==> config.mk <==
export PLATFORM = sky130hd
export DESIGN_NAME = display_capture_ctrl
export DESIGN_NICKNAME = d
export VERILOG_FILES = /design/src/rtl/display_pkg.sv /design/src/rtl/btn_debounce.sv /design/src/rtl/display_capture_ctrl.sv
export SDC_FILE = /design/constraint.sdc
export NUM_CORES = 1
export LEC_CHECK = 0
export CAP_MARGIN = 15
export CORE_ASPECT_RATIO = 1.25
export CORE_MARGIN = 4
export CORE_UTILIZATION = 49
export CTS_CLUSTER_SIZE = 12
export DETAILED_ROUTE_END_ITERATION = 12
export PLACE_DENSITY = 0.84
export SLEW_MARGIN = 20
export SYNTH_ARGS = -nofsm -noshare
export SYNTH_HDL_FRONTEND = slang
export SYNTH_HIERARCHICAL = 1
export SYNTH_SLANG_ARGS = --single-unit
==> constraint.sdc <==
create_clock -name clk -period 2.1 [get_ports clk]
set_clock_uncertainty 0.15 [all_clocks]
set_input_delay 0.525 -clock clk [delete_from_list [all_inputs] [get_ports clk]]
set_output_delay 0.525 -clock clk [all_outputs]
set_load 0.005 [all_outputs]
==> src/rtl/display_pkg.sv <==
// Shared constants and types for the 7-segment display path.
// Holds default timing constants (sized for a 100 MHz core clock), the
// freeze-state encoding used by display_capture_ctrl and the decoder
// wrapper, and a helper that sizes down-counters.
package display_pkg;

  // Core clocks per scan-clock period (1 kHz at 100 MHz).
  localparam int unsigned REFRESH_DIV_DEF = 100000;
  // Cycles the synchronized button must hold a new level (10 ms).
  localparam int unsigned DEB_CYCLES_DEF  = 1000000;
  // Stretch length of the update indicator (50 ms).
  localparam int unsigned LED_CYCLES_DEF  = 5000000;

  typedef enum logic {
    LIVE = 1'b0,
    HOLD = 1'b1
  } frz_state_e;

  // Bits needed for a counter spanning 0 .. n-1, never less than 1.
  function automatic int unsigned cnt_width(input int unsigned n);
    return (n <= 2) ? 1 : $clog2(n);
  endfunction

endpackage

==> src/rtl/btn_debounce.sv <==
// Push-button conditioner: two-flop synchronizer, debounce counter and
// press pulse.
// Ports:
//   clk      in   clock
//   rst_n    in   asynchronous active-low reset
//   btn_i    in   raw asynchronous button
//   press_o  out  one-cycle pulse when the debounced level rises
module btn_debounce
  import display_pkg::*;
#(
  parameter int unsigned DEB_CYCLES = DEB_CYCLES_DEF
) (
  input  logic clk,
  input  logic rst_n,
  input  logic btn_i,
  output logic press_o
);

  localparam int unsigned CNT_W = cnt_width(DEB_CYCLES);
  localparam logic [CNT_W-1:0] CNT_LAST = CNT_W'(DEB_CYCLES - 1);

  logic             sync1_q, sync2_q;
  logic             stable_q, stable_d;
  logic             stable_prev_q;
  logic [CNT_W-1:0] cnt_q, cnt_d;

  // The counter only advances while the synchronized input disagrees with
  // the accepted level; any return to agreement drops it back to zero.
  // Acceptance happens on the edge where the counter already sits at its
  // last value, i.e. after DEB_CYCLES consecutive disagreeing samples.
  always_comb begin
    cnt_d    = '0;
    stable_d = stable_q;
    if (sync2_q != stable_q) begin
      if (cnt_q == CNT_LAST) begin
        stable_d = sync2_q;
      end else begin
        cnt_d = cnt_q + CNT_W'(1);
      end
    end
  end

  always_ff @(posedge clk or negedge rst_n) begin
    if (!rst_n) begin
      sync1_q       <= 1'b0;
      sync2_q       <= 1'b0;
      cnt_q         <= '0;
      stable_q      <= 1'b0;
      stable_prev_q <= 1'b0;
    end else begin
      sync1_q       <= btn_i;
      sync2_q       <= sync1_q;
      cnt_q         <= cnt_d;
      stable_q      <= stable_d;
      stable_prev_q <= stable_q;
    end
  end

  // High for the one cycle right after the accepted level goes 0 -> 1.
  assign press_o = stable_q & ~stable_prev_q;

endmodule

==> src/rtl/display_capture_ctrl.sv <==
// Capture/freeze front end for the 7-segment scanning decoder.
// Latches writeback results aimed at a switch-selected register, exposes
// one 16-bit half to the decoder, generates the slow scan clock, and lets a
// debounced button freeze the display while the core keeps running.
// Ports:
//   clk         in   core clock
//   reset       in   asynchronous active-low reset
//   RegWriteW   in   writeback register-write enable
//   WA3W        in   writeback destination register
//   ResultW     in   writeback data
//   sel_reg     in   register to monitor
//   sel_half    in   0 = low half, 1 = high half of the captured word
//   hold_btn    in   raw freeze button
//   disp_value  out  value for the decoder
//   scan_clk    out  50% duty square wave, period REFRESH_DIV clocks
//   frozen      out  display held
//   update_led  out  stretched pulse on each capture
module display_capture_ctrl
  import display_pkg::*;
#(
  parameter int unsigned REFRESH_DIV = REFRESH_DIV_DEF,  // even, >= 2
  parameter int unsigned DEB_CYCLES  = DEB_CYCLES_DEF,
  parameter int unsigned LED_CYCLES  = LED_CYCLES_DEF
) (
  input  logic        clk,
  input  logic        reset,
  input  logic        RegWriteW,
  input  logic [3:0]  WA3W,
  input  logic [31:0] ResultW,
  input  logic [3:0]  sel_reg,
  input  logic        sel_half,
  input  logic        hold_btn,
  output logic [15:0] disp_value,
  output logic        scan_clk,
  output logic        frozen,
  output logic        update_led
);

  localparam int unsigned SCAN_W = cnt_width(REFRESH_DIV / 2);
  localparam logic [SCAN_W-1:0] SCAN_LAST = SCAN_W'(REFRESH_DIV / 2 - 1);
  localparam int unsigned LED_W = cnt_width(LED_CYCLES);
  localparam logic [LED_W-1:0] LED_LAST = LED_W'(LED_CYCLES - 1);

  // ---------------- scan clock prescaler (never gated) ----------------
  logic [SCAN_W-1:0] scan_cnt_q, scan_cnt_d;
  logic              scan_clk_q, scan_clk_d;

  always_comb begin
    scan_cnt_d = scan_cnt_q + SCAN_W'(1);
    scan_clk_d = scan_clk_q;
    if (scan_cnt_q == SCAN_LAST) begin
      scan_cnt_d = '0;
      scan_clk_d = ~scan_clk_q;
    end
  end

  always_ff @(posedge clk or negedge reset) begin
    if (!reset) begin
      scan_cnt_q <= '0;
      scan_clk_q <= 1'b0;
    end else begin
      scan_cnt_q <= scan_cnt_d;
      scan_clk_q <= scan_clk_d;
    end
  end

  assign scan_clk = scan_clk_q;

  // ---------------- freeze button ----------------
  logic press;

  btn_debounce #(
    .DEB_CYCLES (DEB_CYCLES)
  ) u_hold_btn (
    .clk     (clk),
    .rst_n   (reset),
    .btn_i   (hold_btn),
    .press_o (press)
  );

  // ---------------- freeze FSM ----------------
  frz_state_e state_q, state_d;

  always_comb begin
    state_d = state_q;
    if (press) begin
      state_d = (state_q == LIVE) ? HOLD : LIVE;
    end
  end

  always_ff @(posedge clk or negedge reset) begin
    if (!reset) state_q <= LIVE;
    else        state_q <= state_d;
  end

  assign frozen = (state_q == HOLD);

  // ---------------- capture ----------------
  // Uses the current state, so a press arriving with a matching write
  // still lets that write through; HOLD only blocks from the next edge.
  logic        capture;
  logic [31:0] result_q, result_d;

  assign capture = RegWriteW && (WA3W == sel_reg) && (state_q == LIVE);

  always_comb begin
    result_d = result_q;
    if (capture) result_d = ResultW;
  end

  always_ff @(posedge clk or negedge reset) begin
    if (!reset) result_q <= '0;
    else        result_q <= result_d;
  end

  assign disp_value = sel_half ? result_q[31:16] : result_q[15:0];

  // ---------------- update LED stretcher ----------------
  // The LED stays lit through the cycle in which the counter sits at zero,
  // giving exactly LED_CYCLES lit cycles per capture.
  logic [LED_W-1:0] led_cnt_q, led_cnt_d;
  logic             led_q, led_d;

  always_comb begin
    led_cnt_d = led_cnt_q;
    led_d     = led_q;
    if (capture) begin
      led_cnt_d = LED_LAST;
      led_d     = 1'b1;
    end else if (led_cnt_q != '0) begin
      led_cnt_d = led_cnt_q - LED_W'(1);
    end else begin
      led_d = 1'b0;
    end
  end

  always_ff @(posedge clk or negedge reset) begin
    if (!reset) begin
      led_cnt_q <= '0;
      led_q     <= 1'b0;
    end else begin
      led_cnt_q <= led_cnt_d;
      led_q     <= led_d;
    end
  end

  assign update_led = led_q;

endmodule
After elaboration in Yosys (flattened, before gate mapping)
Index checks and enable logic that the tools add are counted.

Output and inout port bits: 19. Register bits: 98. Logic and storage cells: 37. Bits of input ports: 45.

Bitwise logic cells: 4. Reductions and logical operators: 5. Equality and inequality tests: 5. $add $sub $neg: 3. Multiplexer cells: 9.

Operator list (count): 2-to-1 mux 23 bit (2); 2-to-1 mux 20 bit (2); 2-to-1 mux 16 bit (2); nonzero test 23 bit (1); subtractor 23 x 1 -> 23 bit (second input constant) (1); adder 20 x 1 -> 20 bit (second input constant) (1); == test 20 bit (second input constant) (1); adder 16 x 1 -> 16 bit (second input constant) (1); == test 16 bit (second input constant) (1); == test 4 bit (1); 2-to-1 mux 1 bit (3); inverter 1 bit (3); logical AND 1 bit (2); != test 2 bit (second input constant) (1); AND reduction 2 bit (1); nonzero test 2 bit (1); AND 1 bit (1); != test 1 bit (1).

Logic depth before layout (Yosys ltp)
Gate-level depths: netlist of run 1.

Depth after elaboration: 4. Gate-level depth with buffers: 7. Depth with buffers taken out: 7.

Modules after synthesis
Netlist of run 1, hierarchy kept.

Modules (own cells, without submodules): display_capture_ctrl (sequential area each 1851.8 um^2, cells an instance 369, instances 1, area an instance 3464.6 um^2); btn_debounce (sequential area each 600.6 um^2, cells an instance 108, instances 1, area an instance 1146.1 um^2).

Worst setup path after synthesis of run 1
OpenSTA, ideal clock, no wires.

Path type: reg2reg. From: register led_cnt_q[0]. To: register led_cnt_q[20]. Arrival time: 2.006 ns. Cell stages (with the launch flop): 7. Buffers on the path: 0. Required time: 1.872 ns. Setup slack: -0.134 ns. Clock period less this slack: 2.234 ns. Setup time: 0.078 ns. Cell sequence: dfrtp_1 inv_1 ha_1 nor4b_1 nand4_1 or4b_1 a21oi_1.

Longest elaborated chain between the ends: 3. Elaborated cells between the ends (all ways): 5. Classes of those cells: 1 x add/sub; 2 x mux; 2 x reduce/logical.

RTL lines: start, declared (line display_capture_ctrl.sv:121) `logic [LED_W-1:0] led_cnt_q, led_cnt_d;`; start signal, assigned (line display_capture_ctrl.sv:142) `led_cnt_q <= led_cnt_d;`; subtractor 23 x 1 -> 23 bit (line display_capture_ctrl.sv:131) `led_cnt_d = led_cnt_q - LED_W'(1);`; 2-to-1 mux 23 bit (line display_capture_ctrl.sv:130) `end else if (led_cnt_q != '0) begin`; 2-to-1 mux 23 bit (line display_capture_ctrl.sv:127) `if (capture) begin`.

Parallel ways exist; a longest one is shown, timed or not. The select of a mux whose other input is x is not followed. A chain may end at the register's enable or synchronous reset.

Final worst setup path of run 1
From: register led_cnt_q[1]. To: register led_cnt_q[21].

The elaborated chain is that of the path after synthesis.

==> results of run 1 <==
==> per-stage QoR <==
step | util | setup WS (ps) | power [mW] | setup TNS [ps]
finish | 0.675 | -68.7 | 5.58 | -150
CTS | 0.659 | -95.7 | 5.45 | -108
global route | 0.675 | -127 | 5.87 | -753
floorplan | - | -68.8 | 3.07 | -68.8
detailed placement | 0.615 | -583 | 3.77 | -17350
global placement | 0.615 | -545 | 3.70 | -13680
==> flip-flops by register name (all words and copies together) (netlist names), 16 cells and up <==
| register | flops |
|---|---|
| result_q | 32 |
| u_hold_btn/cnt_q | 20 |
| scan_cnt_q | 16 |
| led_cnt_q | 23 |
==> cells in the final DEF, fill, tap and decap left out, types with 12 or more instances in the layout <==
| cell type | instances |
|---|---|
| nand2_1 | 122 |
| clkdlybuf4s50_1 | 45 |
| nand3_1 | 14 |
| o21ai_0 | 13 |
| dfrtp_1 | 98 |
| xor2_1 | 23 |
| dlygate4sd2_1 | 15 |
| mux2_2 | 17 |
| xnor2_1 | 13 |
| nor2_1 | 36 |
| a21oi_1 | 12 |
| buf_4 | 46 |
==> worst max path at each step <==
stage | to | cells past startpoint | startpoint | slack, ps
floorplan | led_cnt_q[21]$_DFFE_PN0P_ | 5 | led_cnt_q[15]$_DFFE_PN0P_ | -70
global placement | disp_value[8] | 4 | sel_half | -550
detailed placement | disp_value[2] | 4 | sel_half | -580
CTS | led_cnt_q[21]$_DFFE_PN0P_ | 5 | led_cnt_q[16]$_DFFE_PN0P_ | -100
global route | led_cnt_q[21]$_DFFE_PN0P_ | 5 | led_cnt_q[1]$_DFFE_PN0P_ | -130
finish | led_cnt_q[21]$_DFFE_PN0P_ | 5 | led_cnt_q[1]$_DFFE_PN0P_ | -70
==> power by group through the flow <==
stage          Combinational (mW)  Clock [mW]  Sequential, mW
2_1_floorplan               0.590           0            2.48
3_3_place_gp                 1.17           0            2.54
3_5_place_dp                 1.23           0            2.53
4_1_cts                      1.24        1.69            2.52
5_1_grt                      1.47        1.78            2.61
6_report                     1.34        1.67            2.58
==> per-layer routing <==
layer | track usage | vias up | routed length, um
met5 | 0 | - | 0
met4 | 0.0828 | 0 | 317
met3 | 0.0470 | 33 | 572
met2 | 0.358 | 142 | 6110
met1 | 0.242 | 1920 | 4640
li1 | - | 1842 | -
==> logic make-up (layout without fill, tap and decap cells) <==
logic type | after synthesis | after routing | share of synthesized area
simple gates | 250 | 250 | 0.259
flops | 98 | 98 | 0.532
compound gates | 49 | 49 | 0.0695
xor+xnor | 36 | 36 | 0.0684
buf+inv | 23 | 132 | 0.0195
mux | 18 | 18 | 0.0437
fa+ha+maj | 3 | 3 | 0.00814
==> layout make-up <==
cell class	instances	area, um2	share of cell area
clock inverters	5	62.6	0.0101
well taps	123	154	0.0248
multi-input cells	356	2250	0.363
flip-flops and latches	98	2450	0.396
clock buffers	11	243	0.0392
repair buffers	111	1010	0.164
inverters	5	18.8	0.00303
==> critical path, stage by stage (launching register included) <==
cell     delay, ps
dfrtp_1        440
nor4_2         320
nand4_1        160
a311o_2        470
or4_1          500
nand2_1         70
==> repair_timing <==
action	4_1_cts	5_1_grt
pin swaps	5	11
hold endpoints to repair	11	0
hold buffers	1	0
setup buffers	4	3
gates cloned	1	0
setup endpoints to repair	27	22
resized for setup	37	25
==> results.txt, run 1 <==
Slew @ Worst Pin -> 378 ps
Period minus WS final -> 2170 ps
top post-synthesis cells by area -> dfrtp_1, nand2_1, xor2_1
Post-Synthesis Cells -> 477
Cell Area, Placed -> 0.00565 mm2
H-tree depth -> 3
initial drt markers -> 355
hold depth -> 0
failing checks -> negative setup slack
startpoint types -> flip-flop
Synth top area share -> 0.532
top post-synthesis cells by count -> nand2_1, dfrtp_1, nor2_1
CP Capture Type -> flip-flop
Rel. slew slack -> 0.746
hold_sp -> u_hold_btn/sync1_q$_DFF_PN0_
DRT Pass-1 Iters -> 6
layout cell share with drive strength beyond 1 -> 0.198
first-pass GRT wire length -> 17.7 mm
Routed Wire Length -> 11.6 mm
Antenna Nets Post-Route -> 0
ys async rst share -> 1.00
synth warn -> 6
Net Sw Frac -> 0.294
Finished Cell Area -> 0.00620 mm2
hold endpoint -> u_hold_btn/sync2_q$_DFF_PN0_
placed cells -> 684
setup ws final -> -68.7 ps
Max Freq -> 461 MHz
die height -> 116 um
Post-route DRC -> 0
P&R area growth vs syn -> 34.4%
Hold Crit Class -> flip-flop to flip-flop
CTS sink count -> 98
Post-synth EDFFs -> 0
Sequential Power Share -> 0.462
clock group share of total power -> 0.299
final max-slew violation count -> 0
share of the yosys chip area belonging to registers -> 0.532
worst-case clock buffer depth -> 2
crit-path max FO -> 8
RSZ-0062 raised after global routing -> true
diode count -> 0
top cell type by total area after synthesis -> dfrtp_1
Synth cell types -> 46
syn_area_per_cell -> 9.67 um2
Site Rows -> 39
largest net degree at the start of global routing -> 57
Peak VDD IR -> 922 uV
R2R setup slack -> -70 ps
WHS -> 199 ps
detailed placement HPWL -> 7.46 mm
clock-pin slew on the worst setup and hold paths -> 70 ps
Fin. Hold Viols -> 0
routability cong. -> 0.865
status -> complete, but fails checks
CTS root buf -> clkbuf_16
Static Leak -> 2.77 nW
reg2reg end -> led_cnt_q[21]$_DFFE_PN0P_
critical path type -> flip-flop to flip-flop
Final setup viols -> 4
FF-to-FF path depth -> 5
Combinational Power Share -> 0.239
vias after detailed routing -> 3,937
Worst-Skew Late Latency -> 340 ps
TritonCTS clock tree -> yes
RR Startpoint -> led_cnt_q[1]$_DFFE_PN0P_
Routed WL per cell -> 16.4 um
Die ar. -> 0.0110 mm2
Synth Net Count -> 525
Seq cells post-synth -> 98
vias in the first global route -> 3,930
Core Box Area -> 0.00917 mm2
GRT Overall Usage -> 0.204
Psw -> 1.64 mW
WP data required -> 2240 ps
Mapped Area -> 0.00461 mm2
nets@finish -> 629
detail-routed via count per cell -> 5.55
initial antenna violation count -> 0
# IOs -> 64
WP data arrival -> 2300 ps
Max Cap Viol -> 0
Initial Util -> 0.503
input/output buffers -> 63
CTS Buf Count -> 9
top-count cell post-synth -> nand2_1
Power per Cell Area -> 901 mW/mm2
DIE WIDTH -> 94.8 um
fill count -> 674
Finished Layout Cells -> 709
grt total ovfl -> 0
Cell Int Power -> 3.94 mW
most used flip-flop cell after synthesis -> dfrtp_1
Final period util -> 1.03
Note: power is estimated with default switching activity, not from simulation.
==> run 2: changes to the inputs <==
--- a/config.mk
+++ b/config.mk
@@ -11,7 +11,7 @@
 export CORE_UTILIZATION = 49
 export CTS_CLUSTER_SIZE = 12
 export DETAILED_ROUTE_END_ITERATION = 12
-export PLACE_DENSITY = 0.84
+export PLACE_DENSITY = 0.8
 export SLEW_MARGIN = 20
 export SYNTH_ARGS = -nofsm -noshare
 export SYNTH_HDL_FRONTEND = slang
==> constraint.sdc (replaced) <==
create_clock -name clk -period 1.8 [get_ports clk]
set_clock_uncertainty 0.15 [all_clocks]
set_input_delay 0.45 -clock clk [delete_from_list [all_inputs] [get_ports clk]]
set_output_delay 0.45 -clock clk [all_outputs]
set_load 0.005 [all_outputs]
==> run 2 against run 1 <==
Effect of this change: the flow finishes with violations (negative hold slack, negative setup slack); sequential cell count unchanged; worst hold slack got worse by 220 ps; via count up 14%; die area stayed put; first-iteration DRC count is 16% lower; cell count up 8.5%; highest routed layer unchanged; sequential share of layout area shrank 5.5 points; critical path depth stayed put; setup slack lost 410 ps; combinational power is 68% higher; register-to-register slack got worse by 410 ps; non-clock buffer count up 60.
==> results.txt, run 2 (synthesis gave the netlist of run 1 again) <==
GR Layer Usage met1 -> 0.291 (+0.0496)
Cell Int Power -> 5.16 mW (+31%)
Max Cap Viol -> 0 (unchanged)
crit path max-delay cell type -> or4_1
RR Startpoint -> led_cnt_q[15]$_DFFE_PN0P_
CTS sink count -> 98 (unchanged)
met2 Use GR -> 0.461 (+0.103)
diode count -> 0 (unchanged)
critical path type -> flip-flop to flip-flop
Worst-Skew Late Latency -> 350 ps (about the same)
Slew @ Worst Pin -> 540 ps (+162 ps)
clock group share of total power -> 0.295 (-0.004)
WP data required -> 1920 ps (-320 ps)
Initial Util -> 0.503 (unchanged)
Psw -> 2.30 mW (+40%)
die height -> 116 um (unchanged)
largest net degree at the start of global routing -> 99 (+74%)
Static Leak -> 3.22 nW (+17%)
CTS Buf Count -> 9 (unchanged)
setup ws final -> -476 ps (-408 ps)
vias in the first global route -> 4,648 (+18%)
Finished Layout Cells -> 769 (+8.5%)
CP Capture Type -> flip-flop
GRT Overall Usage -> 0.257 (+0.0528)
status -> complete, but fails checks
Top reg by flops -> result_q
Power per Cell Area -> 1030 mW/mm2 (+15%)
Peak VDD IR -> 839 uV (-9.0%)
Combinational Power Share -> 0.301 (+0.062)
Fin. Hold Viols -> 9 (+9)
Rel. slew slack -> 0.640 (-0.106)
GR Util met3 -> 0.0457 (-0.00129)
nets@finish -> 689 (+9.5%)
# IOs -> 64 (unchanged)
crit path from -> led_cnt_q[15]$_DFFE_PN0P_
Post-route DRC -> 0 (unchanged)
Final Util -> 0.786 (+0.110)
Final period util -> 1.26 (+0.232)
P&R area growth vs syn -> 56.3%
reg2reg end -> led_cnt_q[21]$_DFFE_PN0P_
grt total ovfl -> 0 (unchanged)
Site Rows -> 39 (unchanged)
detail-routed via count per cell -> 5.81 (+4.7%)
TritonCTS clock tree -> yes
H-tree depth -> 3 (unchanged)
Antenna Nets Post-Route -> 0 (unchanged)
vias after detailed routing -> 4,471 (+14%)
R2R setup slack -> -480 ps (-410 ps)
Hold-fix buffers, CTS -> 0 (-1)
DRT Pass-1 Iters -> 5 (-1)
Final setup viols -> 54 (+50)
family with the most delay on the worst path -> simple AND/OR/NAND/NOR gates
Max Freq -> 439 MHz (-4.7%)
Largest register FFs -> 32 (unchanged)
Setup crit end -> led_cnt_q[21]$_DFFE_PN0P_
startpoint types -> flip-flop
clock-pin slew on the worst setup and hold paths -> 70 ps (about the same)
detailed placement HPWL -> 7.74 mm (+3.8%)
cells along the critical path -> or3_4, or4_4, or2_4, or4_1, nand2_1
layout cell share with drive strength beyond 1 -> 0.392 (+0.194)
Worst path max stage delay -> 470 ps (-30 ps)
Core Box Area -> 0.00917 mm2 (unchanged)
most common cell after layout, fill and taps aside -> nand2_1
placed cells -> 725 (+6.0%)
Sequential Power Share -> 0.404 (-0.058)
RSZ-0062 raised after global routing -> true
Routed Wire Length -> 15.7 mm (+35%)
initial antenna violation count -> 0 (unchanged)
Routed WL per cell -> 20.4 um (+24%)
crit-path max FO -> 3 (-5)
final max-slew violation count -> 0 (unchanged)
failing checks -> negative hold slack, negative setup slack
Hold Crit Class -> input pin to async pin
Period minus WS final -> 2280 ps (+108 ps)
Sum Neg Setup Slack -> -7620 ps (-7470 ps)
most used routing layer -> met2
routability cong. -> 0.863 (-0.31%)
Buf/Inv on CP -> 0 (unchanged)
most frequent cells in the layout -> nand2_1, dfrtp_1, buf_4
DIE WIDTH -> 94.8 um (unchanged)
Net Sw Frac -> 0.308 (+0.0141)
worst-case clock buffer depth -> 2 (unchanged)
FF-to-FF path depth -> 5 (unchanged)
Crit path depth -> 5 (unchanged)
first-pass GRT wire length -> 22.0 mm (+24%)
WP data arrival -> 2400 ps (+100 ps)
Die ar. -> 0.0110 mm2 (unchanged)
CTS root buf -> clkbuf_16
input/output buffers -> 63 (unchanged)
WHS -> -18.1 ps (-217 ps)
Top Registers -> result_q: 32 flops, led_cnt_q: 23 flops, u_hold_btn/cnt_q: 20 flops
initial drt markers -> 298 (-16%)
Power, Total -> 7.46 mW (+34%)
==> run 2: cell count changes in the layout (fill, tap and decap cells not counted), moves of 5 or more <==
cell	change
buf_6	+24
nor2_1	-10
buf_4	+34
a21oi_2	+8
a21oi_1	-10
nor3_1	-5
nand2_1	-6
nor2_4	+6
o21ai_0	-6
buf_2	+8
dlygate4sd2_1	-13
==> run 2: how the worst min path moves through the flow <==
stage / startpoint / cells past startpoint / end
2_1_floorplan: reset / 0 / frozen$_DFFE_PN0P_
3_3_place_gp: u_hold_btn/sync1_q$_DFF_PN0_ / 0 / u_hold_btn/sync2_q$_DFF_PN0_
3_5_place_dp: u_hold_btn/sync1_q$_DFF_PN0_ / 0 / u_hold_btn/sync2_q$_DFF_PN0_
4_1_cts: reset / 2 / scan_cnt_q[3]$_DFF_PN0_
5_1_grt: reset / 2 / scan_cnt_q[15]$_DFF_PN0_
6_report: reset / 2 / scan_cnt_q[3]$_DFF_PN0_
==> run 2: through the flow <==
stage	instance area, um2	setup WS (ps)	hold WS, ps
floorplan	4740	-368	4.41
global placement	6100	-697	185
detailed placement	6100	-719	191
CTS	6850	-376	39.0
global route	7210	-518	46.4
finish	7210	-476	-18.1
==> run 2: layout make-up <==
class                      count  area [um2]
multi-input combinational    356        2660
sequential                    98        2450
fill                         517        1970
timing repair buffer         171        1580
clock buffer                  11         233
tap                          123         154
clock inverter                 5         103
inverter                       5        18.8
==> run 2: worst register-to-register path: cells and delay by family (launching register included) <==
family        cells  cell delay [ps]
flops             1              400
simple gates      5             1650
==> run 2: repair_timing <==
action                     4_1_cts  5_1_grt
cloned                           2        1
setup endpoints to repair       79       97
setup buffers                   15       15
pin swaps                       41       39
resized for setup              138       85
==> run 2: power groups by stage <==
| stage | Clock [mW] | Combinational [mW] | Sequential, mW |
|---|---|---|---|
| after detailed placement | 0 | 1.72 | 2.94 |
| after global placement | 0 | 1.61 | 2.95 |
| final | 2.20 | 2.25 | 3.01 |
| after floorplan | 0 | 0.747 | 2.93 |
| after global routing | 2.32 | 2.39 | 3.05 |
| after CTS | 2.17 | 1.86 | 2.93 |
==> run 2: per-layer routing <==
metal | vias up | part of all wire
li1 | 1961 | -
met1 | 2247 | 0.37
met2 | 211 | 0.54
met3 | 52 | 0.055
met4 | 0 | 0.035
met5 | - | 0
